File: src/rtl/traffic_phase_ctrl.sv
// traffic_phase_ctrl: two-road traffic-light phase sequencer timed by a 25 ms tick
// Ports: clk, rst_n (async, active-low); tick in / en_tick out (tick generator handshake);
//   run (1 = cycle phases, 0 = all-red idle); ped_req (one-cycle pedestrian pulse);
//   ns_led / ew_led {red,yellow,green}; phase (state code); sec_left (seconds left in phase).
// Option: define TRAFFIC_YELLOW_BLINK_EN to blink the active yellow at half-second rate.
module traffic_phase_ctrl #(
  parameter int G_SEC         = 30,
  parameter int Y_SEC         = 3,
  parameter int R_SEC         = 1,
  parameter int MIN_G_SEC     = 10,
  parameter int TICKS_PER_SEC = 40
) (
  input  logic       clk,
  input  logic       rst_n,
  input  logic       tick,
  output logic       en_tick,
  input  logic       run,
  input  logic       ped_req,
  output logic [2:0] ns_led,
  output logic [2:0] ew_led,
  output logic [2:0] phase,
  output logic [6:0] sec_left
);
  localparam int SW = TICKS_PER_SEC > 1 ? $clog2(TICKS_PER_SEC) : 1;
  localparam logic [SW-1:0] SUB_MAX = SW'(TICKS_PER_SEC - 1);
  localparam logic [6:0] G7 = 7'(G_SEC);
  localparam logic [6:0] Y7 = 7'(Y_SEC);
  localparam logic [6:0] R7 = 7'(R_SEC);
`ifdef TRAFFIC_YELLOW_BLINK_EN
  localparam logic [SW-1:0] HALF = SW'(TICKS_PER_SEC / 2);
`endif
  typedef enum logic [2:0] {
    IDLE  = 3'd0,
    NS_G  = 3'd1,
    NS_Y  = 3'd2,
    RED_A = 3'd3,
    EW_G  = 3'd4,
    EW_Y  = 3'd5,
    RED_B = 3'd6
  } state_e;
  logic [2:0]    state_q, state_d;
  logic [SW-1:0] subcnt_q, subcnt_d;
  logic [6:0]    sec_left_q, sec_left_d;
  logic          ped_pend_q, ped_pend_d;
  logic          en_tick_q, en_tick_d;
  logic [2:0]    ns_led_q, ns_led_d;
  logic [2:0]    ew_led_q, ew_led_d;
  logic          wrap, green, min_met, adv, ybit;
  logic [2:0]    nxt;
  logic [6:0]    nxt_dur;
  always_comb begin
    wrap    = tick && subcnt_q == SUB_MAX;
    green   = state_q == NS_G || state_q == EW_G;
    // elapsed = G_SEC - sec_left + 1 >= MIN_G_SEC, rearranged to stay unsigned
    min_met = {1'b0, sec_left_q} + 8'(MIN_G_SEC) <= 8'(G_SEC + 1);
    adv     = wrap && (sec_left_q == 7'd1 || (green && ped_pend_q && min_met));
    nxt     = state_q == RED_B ? NS_G : state_q + 3'd1;
    nxt_dur = (nxt == NS_G || nxt == EW_G) ? G7 : (nxt == NS_Y || nxt == EW_Y) ? Y7 : R7;
    state_d    = state_q;
    subcnt_d   = subcnt_q;
    sec_left_d = sec_left_q;
    ped_pend_d = ped_pend_q | ped_req;
    // run low wins over everything; IDLE and the unused code 7 land here too
    if (!run || state_q == IDLE || state_q == 3'd7) begin
      state_d    = run && state_q == IDLE ? NS_G : IDLE;
      subcnt_d   = '0;
      sec_left_d = state_d == NS_G ? G7 : 7'd0;
      ped_pend_d = 1'b0;
    end else if (tick) begin
      subcnt_d = wrap ? '0 : subcnt_q + SW'(1);
      if (adv) begin
        state_d    = nxt;
        sec_left_d = nxt_dur;
        ped_pend_d = green ? 1'b0 : ped_pend_q | ped_req;
      end else if (wrap) begin
        sec_left_d = sec_left_q - 7'd1;
      end
    end
    en_tick_d = state_d != IDLE;
`ifdef TRAFFIC_YELLOW_BLINK_EN
    ybit = subcnt_d < HALF;
`else
    ybit = 1'b1;
`endif
    ns_led_d = state_d == NS_G ? 3'b001 : state_d == NS_Y ? {1'b0, ybit, 1'b0} : 3'b100;
    ew_led_d = state_d == EW_G ? 3'b001 : state_d == EW_Y ? {1'b0, ybit, 1'b0} : 3'b100;
  end
  always_ff @(posedge clk or negedge rst_n) begin
    if (!rst_n) begin
      state_q    <= IDLE;
      subcnt_q   <= '0;
      sec_left_q <= '0;
      ped_pend_q <= 1'b0;
      en_tick_q  <= 1'b0;
      ns_led_q   <= 3'b100;
      ew_led_q   <= 3'b100;
    end else begin
      state_q    <= state_d;
      subcnt_q   <= subcnt_d;
      sec_left_q <= sec_left_d;
      ped_pend_q <= ped_pend_d;
      en_tick_q  <= en_tick_d;
      ns_led_q   <= ns_led_d;
      ew_led_q   <= ew_led_d;
    end
  end
  assign en_tick  = en_tick_q;
  assign ns_led   = ns_led_q;
  assign ew_led   = ew_led_q;
  assign phase    = state_q;
  assign sec_left = sec_left_q;
endmodule

File: config.mk
export PLATFORM = sky130hd
export DESIGN_NAME = traffic_phase_ctrl
export DESIGN_NICKNAME = d
export VERILOG_FILES = /design/src/rtl/traffic_phase_ctrl.sv
export SDC_FILE = /design/constraint.sdc
export NUM_CORES = 1
export LEC_CHECK = 0
export ABC_AREA = 1
export CAP_MARGIN = 25
export CORE_ASPECT_RATIO = 1.1
export CORE_UTILIZATION = 45
export CTS_CLUSTER_DIAMETER = 30
export CTS_CLUSTER_SIZE = 12
export DETAILED_ROUTE_END_ITERATION = 10
export PLACE_DENSITY = 0.78
export SYNTH_ARGS = -nofsm -noshare
export SYNTH_HDL_FRONTEND = slang
export SYNTH_SLANG_ARGS = --single-unit
File: constraint.sdc
create_clock -name clk -period 2.81 [get_ports clk]
set_input_delay 0.562 -clock clk [delete_from_list [all_inputs] [get_ports clk]]
set_output_delay 0.562 -clock clk [all_outputs]
set_load 0.01 [all_outputs]
=== Word-level counts from Yosys, hierarchy flattened ===
Cells that the tools add are included.

* Register bits: 24
* Logic and storage cells: 68
* Output and inout port bits: 17

* Magnitude comparators: 1
* Add/subtract/negate cells: 4
* Reductions and logical operators: 17
* Muxes and demuxes: 23
* Bitwise operators: 1
* Eq/ne operators: 15

{| class="wikitable"
|+ Operator list
! cell !! number
|-
| two-way mux 7 bit || 4
|-
| two-way mux 3 bit || 8
|-
| equality test 3 bit, second input constant || 7
|-
| two-way mux 6 bit || 3
|-
| two-way mux 5 bit || 2
|-
| equality test 3 x 1 -> 1 bit, second input constant || 3
|-
| adder 7 x 4 -> 8 bit, second input constant || 1
|-
| <= comparator 8 x 5 -> 1 bit, second input constant || 1
|-
| equality test 7 x 1 -> 1 bit, second input constant || 1
|-
| subtractor 7 x 1 -> 7 bit, second input constant || 1
|-
| adder 6 x 1 -> 6 bit, second input constant || 1
|-
| equality test 3 x 2 -> 1 bit, second input constant || 2
|-
| equality test 6 bit, second input constant || 1
|-
| logical OR 1 bit || 6
|-
| nonzero test 3 bit || 2
|-
| logical AND 1 bit || 5
|-
| two-way mux 1 bit || 5
|-
| adder 3 x 1 -> 3 bit, second input constant || 1
|-
| logical NOT 3 bit || 1
|-
| two-way mux 2 bit || 1
|-
| AND reduction 2 bit || 1
|-
| nonzero test 2 bit || 1
|-
| equality test 1 bit, second input constant || 1
|-
| logical NOT 1 bit || 1
|-
| OR 1 bit || 1
|}

=== Logic depth before layout (Yosys ltp) ===
Gate-level depths: netlist of run 1.

* Word-level depth: 12
* Depth in mapped cells: 13
* Mapped depth without buffers: 13

=== Least setup slack after synthesis of run 1 ===
Ideal clock, no wire load.

* Kind: register to register
* Start point: reg state_q[0], in the netlist phase[0]
* End point: reg subcnt_q[4]
* Cell stages (with the launch flop): 14
* Slack: 1,064 ps
* Arrival time: 1,629 ps
* Setup time: 117 ps
* Required time: 2,693 ps
* Path through: dfrtp_1 -> nand2_1 -> inv_1 -> ha_1 -> nor2_1 -> nand2_4 -> or2_1 -> buf_6 -> nand3_2 -> inv_2 -> nand2_2 -> nand2_1 -> nand2_1 -> nor2_1

* Longest elaborated chain between the ends: 4
* Elaborated cells on any way between the ends: 6
* Those cells by class: eq/ne (1); mux (1); reduce/logical (4)

{| class="wikitable"
|+ RTL lines
! item !! RTL line !! source
|-
| start: declaration || 41 || <nowiki>logic [2:0] state_q, state_d;</nowiki>
|-
| start signal: assignment || 98 || <nowiki>state_q <= state_d;</nowiki>
|-
| logical NOT 3 bit || 64 || <nowiki>if (!run || state_q == IDLE || state_q == 3'd7) begin</nowiki>
|-
| logical OR 1 bit || 64 ||
|-
| logical OR 1 bit (*) || 64 ||
|-
| two-way mux 6 bit / nonzero test 2 bit (equally long branches) || -- ||
|-
| end signal: assignment || 99 || <nowiki>subcnt_q <= subcnt_d;</nowiki>
|-
| end: declaration || 42 || <nowiki>logic [SW-1:0] subcnt_q, subcnt_d;</nowiki>
|}

Every way passes the cells marked *; elsewhere a longest branch is shown, timed or not.
A chain may end at the register's enable or synchronous reset.

=== Final worst setup path of run 1 ===
* Start point: reg state_q[0], in the netlist phase[0]
* End point: out phase[0]

{| class="wikitable"
|+ RTL lines
! item !! RTL line !! source
|-
| end: declaration || 21 || <nowiki>output logic [2:0] phase,</nowiki>
|}

No word-level cell between the ends.

==> results.cfg, run 1 <==
[placed_design]
post-place-cells = 237
post-place-ws_ps = 722
place_congestion = 0.847
hpwl_um = 2250
portBuffers = 21

[critical_path]
critPathRequiredTime_ps = 2250
cp_num_cells = 1
crit_start = phase[0]$_DFF_PN0_
crit_path_start_kind = register
crit_slowest_cell = clkdlybuf4s50_1
endpoint_kind = output port
arrival_ps = 1450
r2r_slack_ps = 920
critical-path-top-delay-family = buffers and inverters
crit_buf_inv = 1
crit_fanout = 7
endpoint = phase[0]
path_class = register to output port
r2r_cells = 12
reg2reg_from = phase[0]$_DFF_PN0_
worstPathCellList = clkdlybuf4s50_1
timing.rr.end = subcnt_q[4]$_DFFE_PN0P_
cpPeakStageDelay_ps = 600

[drt]
ant_nets = 0
drt_iter0_drc = 44
drtPass1Iterations = 7
routed_wl_um = 3000
drc = 2
wl_per_cell_um = 12.5
vias = 1233
viasPerCell = 5.12

[synth]
synth_cell_types = 29
ys_warn_count = 0
syn_area_per_cell_um2 = 8.15
yosys.area_share.xor_xnor_pct = 2.35
synth_fa_ha_area_share_pct = 5.87
synth-compound-area-share_pct = 6.71
syn_nets = 195
seq_area_frac_synth_pct = 40.4
synth_cells = 183
synth_area_um2 = 1490
yosys.area_share.simple_pct = 36.7
synth_top_family_by_area = simple AND/OR/NAND/NOR gates
muxShareOfSynthArea_pct = 0
yosys_register_bits = 24

[die]
die_x_um = 56.9
start_util_pct = 48.1
num_rows = 21
die-area_um2 = 3550
core_region_area_um2 = 3100
ioPinCount = 22
die_y_um = 62.4

[clocking]
clk_pin_slew_ps = 140
cts_resized = 0
cts_root_buf = clkbuf_4
cts_tree = yes
numCtsBuffers = 3
cts.htree.levels = 1
clock-sinks = 24
clockBufferDepth = 2
cts_setup_buffers = 0
insertion_delay_ps = 320
hold_buffers = 0

[sta]
rsz0062_at_grt = false
period_needed_ps = 2010
worst_slack_ps = 802
setup_tns_ps = 0
setup_violations = 0
clock.fmax_ghz = 0.498
relSlewSlack_pct = 80.0
finClkSkew_ps = 3.74
tightest_slew_ps = 301
fin_crit_sh_pct = 71.4
hold_viol = 0
maxSlewViolCount = 0

[power]
power_density_nw_per_um2 = 464
p_leak_nw = 0.861
peakVddDrop_mv = 0.266

[global_route]
met2_usage_pct = 30.6
grt_max_degree = 25
grt_util_met3_pct = 2.48
track_usage_pct = 18.8
antenna_found_initial = 0
gr-usage-met1_pct = 24.6
grt_pass1_wl_um = 5210
grt.overflow.total = 0
top_usage_layer = met2
grt_pass1_vias = 1178

[status]
violations = design-rule violations
run_status = complete, but fails checks

[finish]
utilization_pct = 57.7
drive_above_1_share_pct = 18.8
diodes = 0
final_cells = 241
areaGrowthSynthToFinish_pct = 19.9
fin_nets = 220

[flow_run]
maxCapViolCount = 0

[hold_path]
hp-class = register to register
registers in the layout, summed over array words and instances, names as in the netlist:
name	flops
en_tick	1
ew_led	3
ns_led	3
ped_pend_q	1
phase	3
sec_left	7
subcnt_q	6
area by class of cell:
cell class / instances / area (um^2)
clock buffers: 3 / 22.5
clock inverters: 1 / 30.0
fillers: 292 / 1310
inverters: 27 / 101
multi-input cells: 130 / 771
flip-flops and latches: 24 / 603
well taps: 34 / 42.5
repair buffers: 22 / 218
stage by stage:
stage	hold WS [ps]	power, mW	cell area [um^2]
2_1_floorplan	266	0.509	1490
3_3_place_gp	505	0.580	1740
3_5_place_dp	516	0.582	1740
4_1_cts	554	0.838	1790
5_1_grt	610	0.871	1790
6_report	550	0.829	1790
synthesized netlist by cell type:
library cell	n	share of area (%)
buf_2	1	0.34
nor2_8	1	1.3
ha_1	7	5.9
nand3_4	1	1.2
a21oi_1	6	2.0
nand4_1	2	0.84
nand2_4	4	3.0
o21ai_2	1	0.59
nor2_4	3	2.3
nand3_1	15	5.0
xor2_1	1	0.59
o22ai_1	1	0.42
nand2_2	7	2.9
inv_2	7	1.8
nand3_2	5	3.4
or2_1	1	0.42
o21ai_0	7	2.3
dfrtp_1	22	37
nor3_1	3	1.0
o21ai_1	1	0.34
nor2_2	3	1.3
nand2_1	30	7.6
a211oi_1	1	0.50
dfstp_2	2	3.5
nor2_1	26	6.5
buf_6	1	0.75
inv_1	20	5.0
o211ai_1	1	0.50
xnor2_1	3	1.8
metal layers:
| layer | routed length, um | vias to the layer above |
|---|---|---|
| met5 | 0 | - |
| met4 | 87 | 0 |
| met3 | 108 | 9 |
| met2 | 1480 | 32 |
| met1 | 1330 | 568 |
| li1 | - | 624 |
cell usage in the layout, fill, tap and decap left out:
cell type / instances
nand2_1: 30
o21ai_0: 7
nor3_1: 3
clkdlybuf4s50_1: 21
xnor2_1: 3
nand3_2: 5
nor2_8: 1
nor2_2: 3
nand2_2: 7
or2_1: 1
xor2_1: 1
o211ai_1: 1
nand2_4: 4
a211oi_1: 1
a21oi_1: 6
ha_1: 7
nand3_1: 15
o21ai_2: 1
dfstp_2: 2
inv_1: 20
clkbuf_4: 3
nor2_1: 26
buf_4: 1
inv_2: 7
bufinv_16: 1
o21ai_1: 1
nand4_1: 2
nor2_4: 3
dfrtp_1: 22
nand3_4: 1
o22ai_1: 1
worst min path at each step:
stage / startpoint / endpoint / slack, ps / cells after the start
2_1_floorplan: rst_n / en_tick$_DFF_PN0_ / 270 / 0
3_3_place_gp: ped_pend_q$_DFF_PN0_ / ped_pend_q$_DFF_PN0_ / 510 / 2
3_5_place_dp: ped_pend_q$_DFF_PN0_ / ped_pend_q$_DFF_PN0_ / 520 / 2
4_1_cts: ped_pend_q$_DFF_PN0_ / ped_pend_q$_DFF_PN0_ / 550 / 2
5_1_grt: rst_n / sec_left[0]$_DFFE_PN0P_ / 610 / 2
6_report: ped_pend_q$_DFF_PN0_ / ped_pend_q$_DFF_PN0_ / 550 / 2
kinds of logic (layout without fill, tap and decap cells):
group	Yosys count	count (layout)
AO/OA/AOI/OAI	18	18
adder cells (fa/ha/maj)	7	7
buffers and inverters	29	53
flip-flops	24	24
AND/OR/NAND/NOR	101	101
XOR/XNOR	4	4
report_power, final:
| group | total [mW] | switching (mW) | internal, mW |
|---|---|---|---|
| clock network | 0.254 | 0.110 | 0.144 |
| logic | 0.180 | 0.0994 | 0.0808 |
| registers | 0.395 | 0.0285 | 0.366 |
Note: power is estimated with default switching activity, not from simulation.
==> run 2, diff against run 1 <==
==> constraint.sdc (replaced) <==
create_clock -name clk -period 1.9 [get_ports clk]
set_input_delay 0.38 -clock clk [delete_from_list [all_inputs] [get_ports clk]]
set_output_delay 0.38 -clock clk [all_outputs]
set_load 0.01 [all_outputs]
==> run 2 against run 1 <==
  * The run still ends with design-rule violations left
  * Critical path depth unchanged
  * First-iteration DRC count up 27%
  * Non-clock buffer count grew 3
  * Utilization up 0.81 points
  * Via count is 0.73% lower
  * Final cell count rose by 1.2%
  * Power rose by 49%
  * Global-route usage fell by 0.33 points
  * Highest routed layer unchanged
  * Clock-buffer cell count is the same
  * Sequential power grew 46%
==> results.cfg, run 2 (synthesis gave the netlist of run 1 again) <==
[clocking]
clk_pin_slew_ps = 150
cts_tree = yes
insertion_delay_ps = 320
clockBufferDepth = 2
hold_buffers = 0
cts.htree.levels = 1
numCtsBuffers = 3
cts_setup_buffers = 0
clock-sinks = 24
cts_root_buf = clkbuf_4

[placed_design]
place_area_um2 = 1760
post-place-ws_ps = 4.40
hpwl_um = 2260
portBuffers = 21
place_congestion = 0.797

[power]
power.total_mw = 1.24
power_density_nw_per_um2 = 682
p_leak_nw = 0.877
pwr-share-seq_pct = 46.8
pwr-share-comb_pct = 22.5
swShare_pct = 28.9
pwr-share-clk_pct = 30.7
peakVddDrop_mv = 0.463
p_int_mw = 0.879
switchingPower_mw = 0.357

[global_route]
grt.overflow.total = 0
top_usage_layer = met2
gr-usage-met1_pct = 24.7
track_usage_pct = 18.5
grt_pass1_wl_um = 5180
met2_usage_pct = 31.2
grt_max_degree = 25
antenna_found_initial = 0
grt_util_met3_pct = 2.90
grt_pass1_vias = 1171

[critical_path]
crit_fanout = 8
crit_path_start_kind = register
critPathRequiredTime_ps = 1520
path_class = register to output port
endpoint_kind = output port
cpPeakStageDelay_ps = 590
arrival_ps = 1430
crit_buf_inv = 1
critical-path-top-delay-family = buffers and inverters
crit_slowest_cell = clkdlybuf4s50_1
r2r_slack_ps = 110
worstPathCellList = clkdlybuf4s50_1

[sta]
setup_violations = 0
rsz0062_at_grt = false
period_needed_ps = 1810
worst_slack_ps = 88.8
clock.fmax_ghz = 0.552
setup_tns_ps = 0
fin_crit_sh_pct = 95.3
tightest_slew_ps = 308
relSlewSlack_pct = 79.4
hold_viol = 0
maxSlewViolCount = 0
finClkSkew_ps = 8.82

[finish]
utilization_pct = 58.5
areaGrowthSynthToFinish_pct = 21.6
largest_reg_flops = 7
layout_common_cells = 30 x nand2_1, 25 x nor2_1, 22 x dfrtp_1
diodes = 0
mostFrequentLayoutCell = nand2_1
final_cell_area_um2 = 1810
drive_above_1_share_pct = 20.5
fin_nets = 223

[drt]
ant_nets = 0
viasPerCell = 5.02
drt_iter0_drc = 56
routed_wl_um = 3000
drc = 2
drtPass1Iterations = 7
wl_per_cell_um = 12.3
vias = 1224

[die]
ioPinCount = 22
num_rows = 21
start_util_pct = 48.1
core_region_area_um2 = 3100
die_x_um = 56.9
die-area_um2 = 3550
die_y_um = 62.4

[status]
violations = design-rule violations
run_status = complete, but fails checks

[flow_run]
maxCapViolCount = 0

[hold_path]
hp-class = input port to asynchronous set/reset pin
## run 2: layout make-up
| cell class | instances | area (um^2) |
|---|---|---|
| inverters | 27 | 101 |
| flip-flops and latches | 24 | 603 |
| multi-input cells | 130 | 773 |
| clock buffers | 3 | 22.5 |
| repair buffers | 25 | 240 |
| clock inverters | 1 | 30.0 |
| well taps | 34 | 42.5 |
| fillers | 290 | 1290 |
## run 2: power by group through the flow
stage / logic (mW) / clock network, mW / registers (mW)
3_3_place_gp: 0.272 / 0 / 0.588
5_1_grt: 0.309 / 0.404 / 0.585
3_5_place_dp: 0.278 / 0 / 0.589
4_1_cts: 0.280 / 0.382 / 0.579
2_1_floorplan: 0.161 / 0 / 0.591
6_report: 0.279 / 0.379 / 0.578
## run 2: final timing paths
kind	endpoint	cells past startpoint	start
max	sec_left[4]	1	sec_left[4]$_DFFE_PN0P_
min	sec_left[5]$_DFFE_PN0P_	2	rst_n
max reg2reg	sec_left[3]$_DFFE_PN0P_	10	subcnt_q[1]$_DFFE_PN0P_
min reg2reg	ped_pend_q$_DFF_PN0_	2	ped_pend_q$_DFF_PN0_
max in group asynchronous	ns_led[2]$_DFF_PN1_	2	rst_n
min in group clk	ped_pend_q$_DFF_PN0_	2	ped_pend_q$_DFF_PN0_
## run 2: per-stage QoR
step / hold slack (ps) / std cells
2_1_floorplan: 84.4 / 183
3_3_place_gp: 503 / 240
3_5_place_dp: 517 / 240
4_1_cts: 406 / 244
5_1_grt: 419 / 244
6_report: 392 / 244
## run 2: worst reg2reg max path, delay by kind of cell (launching register included)
family,cells,cell delay (ps)
flops,1,410
fa+ha+maj,1,240
compound gates,2,230
simple gates,6,770
buf+inv,1,50
## run 2: timing repair
item | in CTS | in global routing
resized for setup | 0 | 1
hold endpoints to repair | 0 | 0
setup endpoints to repair | 0 | 2
## run 2: metal layers
metal | routed length [um] | vias to the layer above
met4 | 32 | 0
met5 | 0 | -
met1 | 1360 | 561
met2 | 1470 | 29
li1 | - | 630
met3 | 140 | 4
==> run 3, diff against run 2 <==
--- a/config.mk
+++ b/config.mk
@@ -6,13 +6,13 @@
 export NUM_CORES = 1
 export LEC_CHECK = 0
 export ABC_AREA = 1
-export CAP_MARGIN = 25
 export CORE_ASPECT_RATIO = 1.1
 export CORE_UTILIZATION = 45
 export CTS_CLUSTER_DIAMETER = 30
 export CTS_CLUSTER_SIZE = 12
 export DETAILED_ROUTE_END_ITERATION = 10
 export PLACE_DENSITY = 0.78
+export REMOVE_ABC_BUFFERS = 1
 export SYNTH_ARGS = -nofsm -noshare
 export SYNTH_HDL_FRONTEND = slang
 export SYNTH_SLANG_ARGS = --single-unit
==> run 3 against run 2 <==
  * The run still ends with design-rule violations left
  * Final cell count is 0.82% higher
  * Wire length down 1.1%
  * Worst setup slack got worse by 9.1 ps
  * Combinational power rose by 3%
  * Maximum frequency down 0.50%
  * Hold slack better by 9.7 ps
  * Utilization grew 0.81 points
==> results.cfg, run 3 (synthesis gave the netlist of run 1 again) <==
[global_route]
track_usage_pct = 18.6
grt_pass1_vias = 1223
antenna_found_initial = 0
grt_max_degree = 25
grt.overflow.total = 0
grt_pass1_wl_um = 5200

[sta]
maxSlewViolCount = 0
worst_slack_ps = 79.8
clock.fmax_ghz = 0.549
whs_ps = 401
period_needed_ps = 1820
finClkSkew_ps = 2.14
setup_violations = 0
tightest_slew_ps = 315
hold_viol = 0
relSlewSlack_pct = 79.0
fin_crit_sh_pct = 95.8

[drt]
drtPass1Iterations = 7
drc = 2
vias = 1251
routed_wl_um = 2970
drt_iter0_drc = 43
ant_nets = 0
viasPerCell = 5.09
wl_per_cell_um = 12.1

[die]
ioPinCount = 22
num_rows = 21
die-area_um2 = 3550
die_x_um = 56.9
core_region_area_um2 = 3100
start_util_pct = 48.1
die_y_um = 62.4

[placed_design]
portBuffers = 21
post-place-cells = 240
place_congestion = 0.907
hpwl_um = 2190
post-place-ws_ps = 3.24

[finish]
n_fill_cell = 295
largest_reg_flops = 7
mostFrequentLayoutCell = nand2_1
drive_above_1_share_pct = 22.6
final_cells = 246
seqCellArea_um2 = 604
diodes = 0
layout_common_cells = 30 x nand2_1, 25 x nor2_1, 21 x dfrtp_1, 21 x clkdlybuf4s50_1, 20 x inv_1
multi_input_area_um2 = 779
fin_nets = 225
areaGrowthSynthToFinish_pct = 23.2

[critical_path]
crit_fanout = 8
endpoint_kind = output port
path_class = register to output port
worstPathCellList = clkdlybuf4s50_1
crit_buf_inv = 1
crit_path_start_kind = register
crit_slowest_cell = clkdlybuf4s50_1
critical-path-top-delay-family = buffers and inverters
arrival_ps = 1440
cpPeakStageDelay_ps = 600
r2r_slack_ps = 150
critPathRequiredTime_ps = 1520

[clocking]
clockBufferDepth = 2
insertion_delay_ps = 320
clock-sinks = 24
clk_pin_slew_ps = 130
cts_root_buf = clkbuf_4
numCtsBuffers = 3
cts_tree = yes
cts.htree.levels = 1

[flow_run]
maxCapViolCount = 0

[power]
peakVddDrop_mv = 0.442
p_leak_nw = 0.884
power_density_nw_per_um2 = 674

[hold_path]
hp-class = input port to asynchronous set/reset pin

[status]
violations = design-rule violations
run_status = complete, but fails checks
==> run 3: path summary, 6_finish.rpt <==
check                                        startpoint                       to  depth (start not counted)
worst max-delay path            sec_left[4]$_DFFE_PN0P_              sec_left[4]                          1
max in group asynchronous                         rst_n      ns_led[2]$_DFF_PN1_                          2
worst max register to register       phase[1]$_DFF_PN0_  subcnt_q[4]$_DFFE_PN0P_                         12
min in group clk                   ped_pend_q$_DFF_PN0_     ped_pend_q$_DFF_PN0_                          2
worst min register to register     ped_pend_q$_DFF_PN0_     ped_pend_q$_DFF_PN0_                          2
worst min-delay path                              rst_n  sec_left[5]$_DFFE_PN0P_                          2
==> run 3: power by group <==
| part | total (mW) | switching, mW | internal, mW |
|---|---|---|---|
| registers | 0.580 | 0.0371 | 0.543 |
| clock network | 0.373 | 0.160 | 0.213 |
| logic | 0.286 | 0.158 | 0.128 |
| total | 1.24 | 0.355 | 0.884 |
==> run 3: area by class of cell <==
class	count	area share, %
inverter	27	5.65
clock buffer	3	1.23
clock inverter	1	1.63
timing repair buffer	27	13.9
tap	34	2.31
sequential	24	32.9
multi-input combinational	130	42.4
==> run 3: layer usage <==
layer | routed length [um] | GRT usage [%] | up-vias
li1 | - | - | 641
met1 | 1370 | 24.4 | 571
met2 | 1390 | 29.0 | 30
met3 | 136 | 3.31 | 9
met4 | 72 | 10.1 | 0
met5 | 0 | 0 | -
==> run 3: metrics by stage <==
stage          TNS (ps)  util, %  cell area, um^2  power [mW]
2_1_floorplan         0        -             1480       0.746
3_3_place_gp      -16.8     56.7             1760       0.863
3_5_place_dp          0     56.7             1760       0.865
4_1_cts               0     58.4             1810        1.24
5_1_grt           -32.8     59.3             1840        1.31
6_report              0     59.3             1840        1.24
==> run 3: repair_timing <==
| action | 4_1_cts | 5_1_grt |
|---|---|---|
| hold buffers | 0 | 0 |
| endpoints found under the setup margin | 0 | 3 |
| gates resized for setup | 0 | 6 |
| buffers inserted | 0 | 2 |
==> edit 1, RTL diff (config.mk and constraints of run 1) <==
`TICKS_PER_SEC`: 40 -> 20.
--- a/src/rtl/traffic_phase_ctrl.sv
+++ b/src/rtl/traffic_phase_ctrl.sv
@@ -8,7 +8,7 @@
   parameter int Y_SEC         = 3,
   parameter int R_SEC         = 1,
   parameter int MIN_G_SEC     = 10,
-  parameter int TICKS_PER_SEC = 40
+  parameter int TICKS_PER_SEC = 20
 ) (
   input  logic       clk,
   input  logic       rst_n,
Function: same outputs for any inputs over 10 cycles, from zero or initial values and one cycle with rst_n low; that may be too few to reach the edited logic, so the function may still have changed.
==> edit 1 against run 1 <==
Hold slack lost 0.015 ns. Wire length shrank 7.6%. Area after synthesis shrank 6.5%. Largest cell class unchanged. Critical endpoint is now sec_left[4]. Final area shrank 6.6%. Sequential cell count shrank 1. Largest power group unchanged. Setup slack lost 0.0066 ns. Total power shrank 13%. Clock power shrank 39%.
==> edit 1: results (changes against run 1) <==
INFO  metric critPathSlowestCell = clkdlybuf4s50_1
INFO  metric pg_clk = 0.156 mW (-39%)
INFO  metric cts_buffers = 3 (unchanged)
INFO  metric wl = 2775 um (-7.6%)
INFO  metric syn_nets = 177 (-9.2%)
INFO  metric drtPass1Iterations = 5 (-2)
INFO  metric gr-usage-met2 = 36.83% (+6.2 points)
INFO  metric detail_route.iter0.violations = 15 (-66%)
INFO  metric crit_fanout = 8 (+1)
INFO  metric irDropWorstVdd = 0.0003894 V (+46%)
INFO  metric placed_cells_incl_taps = 219 (-7.6%)
INFO  metric clkLatencyLatePin = 0.32 ns (about the same)
INFO  metric via_count = 1149 (-6.8%)
INFO  metric power_leakage = 0.8138 nW (-5.5%)
INFO  metric post_synth_num_cell_types = 31 (+6.9%)
INFO  metric worstMarginPinSlew = 0.3582 ns (+0.05774 ns)
INFO  metric worst_path_largest_cell_delay = 0.59 ns
INFO  metric grt.met3_usage = 4.010% (+1.5 points)
INFO  metric fillCellCount = 265 (-9.2%)
INFO  metric gr-usage-all-layers = 20.22% (+1.4 points)
INFO  metric synthesis.instances = 165 (-9.8%)
INFO  metric synth.top_cells.by_count = nand2_1 (30), dfrtp_1 (21), inv_1 (20)
INFO  metric grt_pass1_wl = 4754 um (-8.7%)
INFO  metric gp_congestion = 0.8600 (+1.6%)
INFO  metric drt-wirelength-per-cell = 12.44 um (-0.17%)
INFO  metric part_of_the_power_in_combinational_logic = 25.3% (+3.6 points)
INFO  metric number_of_nets_in_the_finished_design = 203 (-7.7%)
INFO  metric fin_skew = 0.001705 ns (-0.002035 ns)
INFO  metric cts.htree.levels = 1 (unchanged)
INFO  metric area_delta_synth_final = 19.75%
INFO  metric register_clock_pin_slew_on_the_reported_worst_setup_and_hold_paths = 0.12 ns (-0.02 ns)
INFO  metric grt_max_degree = 24 (-4.0%)
INFO  metric ys_dominant_reg_cell = dfrtp_1
INFO  metric placement.cell_area = 1642 um^2 (-5.4%)
INFO  metric use_met1 = 21.96% (-2.7 points)
INFO  metric synth.area.top_cells = dfrtp_1 (38%), nand2_1 (8.1%), ha_1 (6.3%)
INFO  metric internal_power = 0.4885 mW (-17%)
INFO  metric detailedPlacementHpwl = 2219 um (-1.5%)
INFO  metric vias_in_the_first_global_route = 1187 (+0.76%)
INFO  metric yosysSeqAreaShare = 41.47% (+1.0 points)
INFO  metric dp_worst_setup_slack = 0.6706 ns (-0.05164 ns)
INFO  metric power_switching = 0.2318 mW (-2.5%)
INFO  metric drive_above_1_share = 18.42% (-0.42 points)
INFO  metric run_status = complete, no violations
==> edit 1: cell count changes in the layout (fill, tap and decap cells not counted), sizes merged, moves of 3 or more <==
cell and delta:
nand3 -4, nand2 -4, inv -3, xor2 +3, o21ai -5, nor2 -7
o22ai +3
==> edit 1: per-layer routing <==
metal / part of all wire [%] / vias to the layer above / routed length [um]
li1: - / 572 / -
met3: 3.2 / 5 / 88
met4: 1.7 / 0 / 46
met5: 0 / - / 0
met1: 43 / 549 / 1193
met2: 52 / 23 / 1446
==> edit 1: path summary, 6_finish.rpt <==
check / startpoint / to / slack (ns) / cells after the start
setup / recovery: sec_left[4]$_DFFE_PN0P_ / sec_left[4] / 0.80 / 1
hold / removal: subcnt_q[0]$_DFFE_PN0P_ / subcnt_q[0]$_DFFE_PN0P_ / 0.54 / 1
setup reg to reg: phase[0]$_DFF_PN0_ / sec_left[6]$_DFFE_PN0P_ / 0.87 / 10
hold reg to reg: subcnt_q[0]$_DFFE_PN0P_ / subcnt_q[0]$_DFFE_PN0P_ / 0.54 / 1
max in group asynchronous: rst_n / ew_led[2]$_DFF_PN1_ / 1.95 / 2
min in group asynchronous: rst_n / sec_left[3]$_DFFE_PN0P_ / 0.58 / 2
==> edit 1: logic make-up after synthesis <==
family                   after synthesis  synth area share, %
adder cells (fa/ha/maj)                7                6.283
AO/OA/AOI/OAI                         17                7.899
AND/OR/NAND/NOR                       85                32.23
flip-flops                            23                41.47
multiplexers                           1               0.7182
XOR/XNOR                               6                3.770
buffers and inverters                 26                7.629
==> edit 1: cell type report <==
class                      instances  share of cell area, %
clock buffer                       3                  1.349
clock inverter                     1                 0.2999
inverter                          25                  5.697
multi-input combinational        116                  42.50
sequential                        23                  34.63
tap                               33                  2.474
timing repair buffer              22                  13.04
==> edit 2, RTL diff (flow settings as in run 1) <==
Made on the original files. Compare `subcnt_q` against `SUB_MAX` with >= in place of ==.
--- a/src/rtl/traffic_phase_ctrl.sv
+++ b/src/rtl/traffic_phase_ctrl.sv
@@ -49,7 +49,7 @@
   logic [2:0]    nxt;
   logic [6:0]    nxt_dur;
   always_comb begin
-    wrap    = tick && subcnt_q == SUB_MAX;
+    wrap    = tick && subcnt_q >= SUB_MAX;
     green   = state_q == NS_G || state_q == EW_G;
     // elapsed = G_SEC - sec_left + 1 >= MIN_G_SEC, rearranged to stay unsigned
     min_met = {1'b0, sec_left_q} + 8'(MIN_G_SEC) <= 8'(G_SEC + 1);
Behaviour: same outputs for any inputs over 10 cycles, from zero or initial values and one cycle with rst_n low; that may be too few to reach the edited logic, so the function may still have changed.
==> edit 2 against run 1 <==
The run still ends with DRC left. Critical path depth did not move. Wire length is 6.2% lower. Total power up 5.4%. Fmax down 2.7%. Setup slack worse by 0.056 ns. Largest power group unchanged. First-iteration DRC count is 6.8% higher. Area after synthesis rose by 0.76%. Sequential cell count did not move. Final area grew 0.70%. Critical path type unchanged. Utilization grew 0.40 points.
==> edit 2: results (changes against run 1) <==
INFO  metric synth.top_cells.by_count = nand2_1 (29), dfrtp_1 (22), inv_1 (19)
INFO  metric power_leakage = 0.8712 nW (+1.2%)
INFO  metric gr-usage-all-layers = 17.57% (-1.2 points)
INFO  metric detailedPlacementHpwl = 2238 um (-0.60%)
INFO  metric use_met1 = 23.04% (-1.6 points)
INFO  metric seq_power_share = 46.8% (-0.8 points)
INFO  metric synth_xor_area_share = 3.497% (+1.1 points)
INFO  metric number_of_nets_in_the_finished_design = 211 (-4.1%)
INFO  metric placement.cell_area = 1748 um^2 (+0.72%)
INFO  metric critical_path.reg2reg.endpoint = sec_left[5]$_DFFE_PN0P_
INFO  metric hold-path-endpoint = subcnt_q[2]$_DFFE_PN0P_
INFO  metric run_status = finished with violations
INFO  metric grt_max_degree = 16 (-36%)
INFO  metric slew_headroom = 57.85% (-22 points)
INFO  metric drcViolationCount = 4 (+2)
INFO  metric swShare = 29.85% (+1.2 points)
INFO  metric fillCellCount = 277 (-5.1%)
INFO  metric grt.met3_usage = 2.692% (+0.21 points)
INFO  metric synth.area.top_cells = dfrtp_1 (37%), nand2_1 (7.2%), ha_1 (5.8%)
INFO  metric fin_skew = 0.006123 ns (+0.002383 ns)
INFO  metric syn_nets = 185 (-5.1%)
INFO  metric drt.antenna.violating_nets = 0 (unchanged)
INFO  metric met3_routed_length = 85 um (-21%)
INFO  metric complex_gate_fraction_of_the_synthesized_area = 7.494% (+0.78 points)
INFO  metric critPathCapture = sec_left[4]
INFO  metric vias_per_cell = 5.073 (-0.84%)
INFO  metric wl = 2818 um (-6.2%)
INFO  metric violated_checks = DRC
INFO  metric detail_route.iter0.violations = 47 (+6.8%)
INFO  metric yosysSeqAreaShare = 40.13% (-0.30 points)
INFO  metric synth_adder_area_share = 5.828% (-0.044 points)
INFO  metric synthesis.instances = 173 (-5.5%)
INFO  metric crit_fanout = 8 (+1)
INFO  metric rr_startpoint = phase[0]$_DFF_PN0_
INFO  metric vias_in_the_first_global_route = 1180 (+0.17%)
INFO  metric critPathLaunch = sec_left[4]$_DFFE_PN0P_
INFO  metric hp-start = subcnt_q[2]$_DFFE_PN0P_
INFO  metric timing.reg2reg.setup_slack = 0.85 ns (-0.07 ns)
INFO  metric critical_path_arrival = 1.50 ns (+0.05 ns)
INFO  metric dp_worst_setup_slack = 0.5610 ns (-0.1612 ns)
INFO  metric fin_hold_ws = 0.5853 ns (+0.03495 ns)
INFO  metric final_critical_path_setup_slack = 0.7464 ns (-0.05600 ns)
INFO  metric fin_total_pwr = 0.8738 mW (+5.4%)
INFO  metric placed_cells_incl_taps = 228 (-3.8%)
INFO  metric grt_pass1_wl = 4954 um (-4.9%)
INFO  metric gp_congestion = 0.8533 (+0.80%)
[edit 2: cell count changes after synthesis, sizes merged, moves of 2 or more]
cell,delta
nor2,-15
o211ai,+2
nand4,-2
nor4,+2
a21oi,-3
nor3,+2
xor2,+3
nand2,+3
[edit 2: layout make-up]
cell class              count  area (um^2)  area share [%]
repair buffers             23        225.2           12.51
clock inverters             1        30.03           1.668
clock buffers               3        22.52           1.251
multi-input cells         121        779.5           43.29
well taps                  34        42.54           2.363
inverters                  26        97.59           5.420
flip-flops and latches     24        603.1           33.50
[edit 2: worst reg2reg max path: stages (launching register included)]
cell     delay, ns
dfrtp_1       0.48
nand2_1       0.11
inv_1         0.06
ha_1          0.22
nor3_4        0.40
buf_4         0.24
nand2_8       0.08
nand2_1       0.08
xor2_1        0.15
nor2_1        0.05
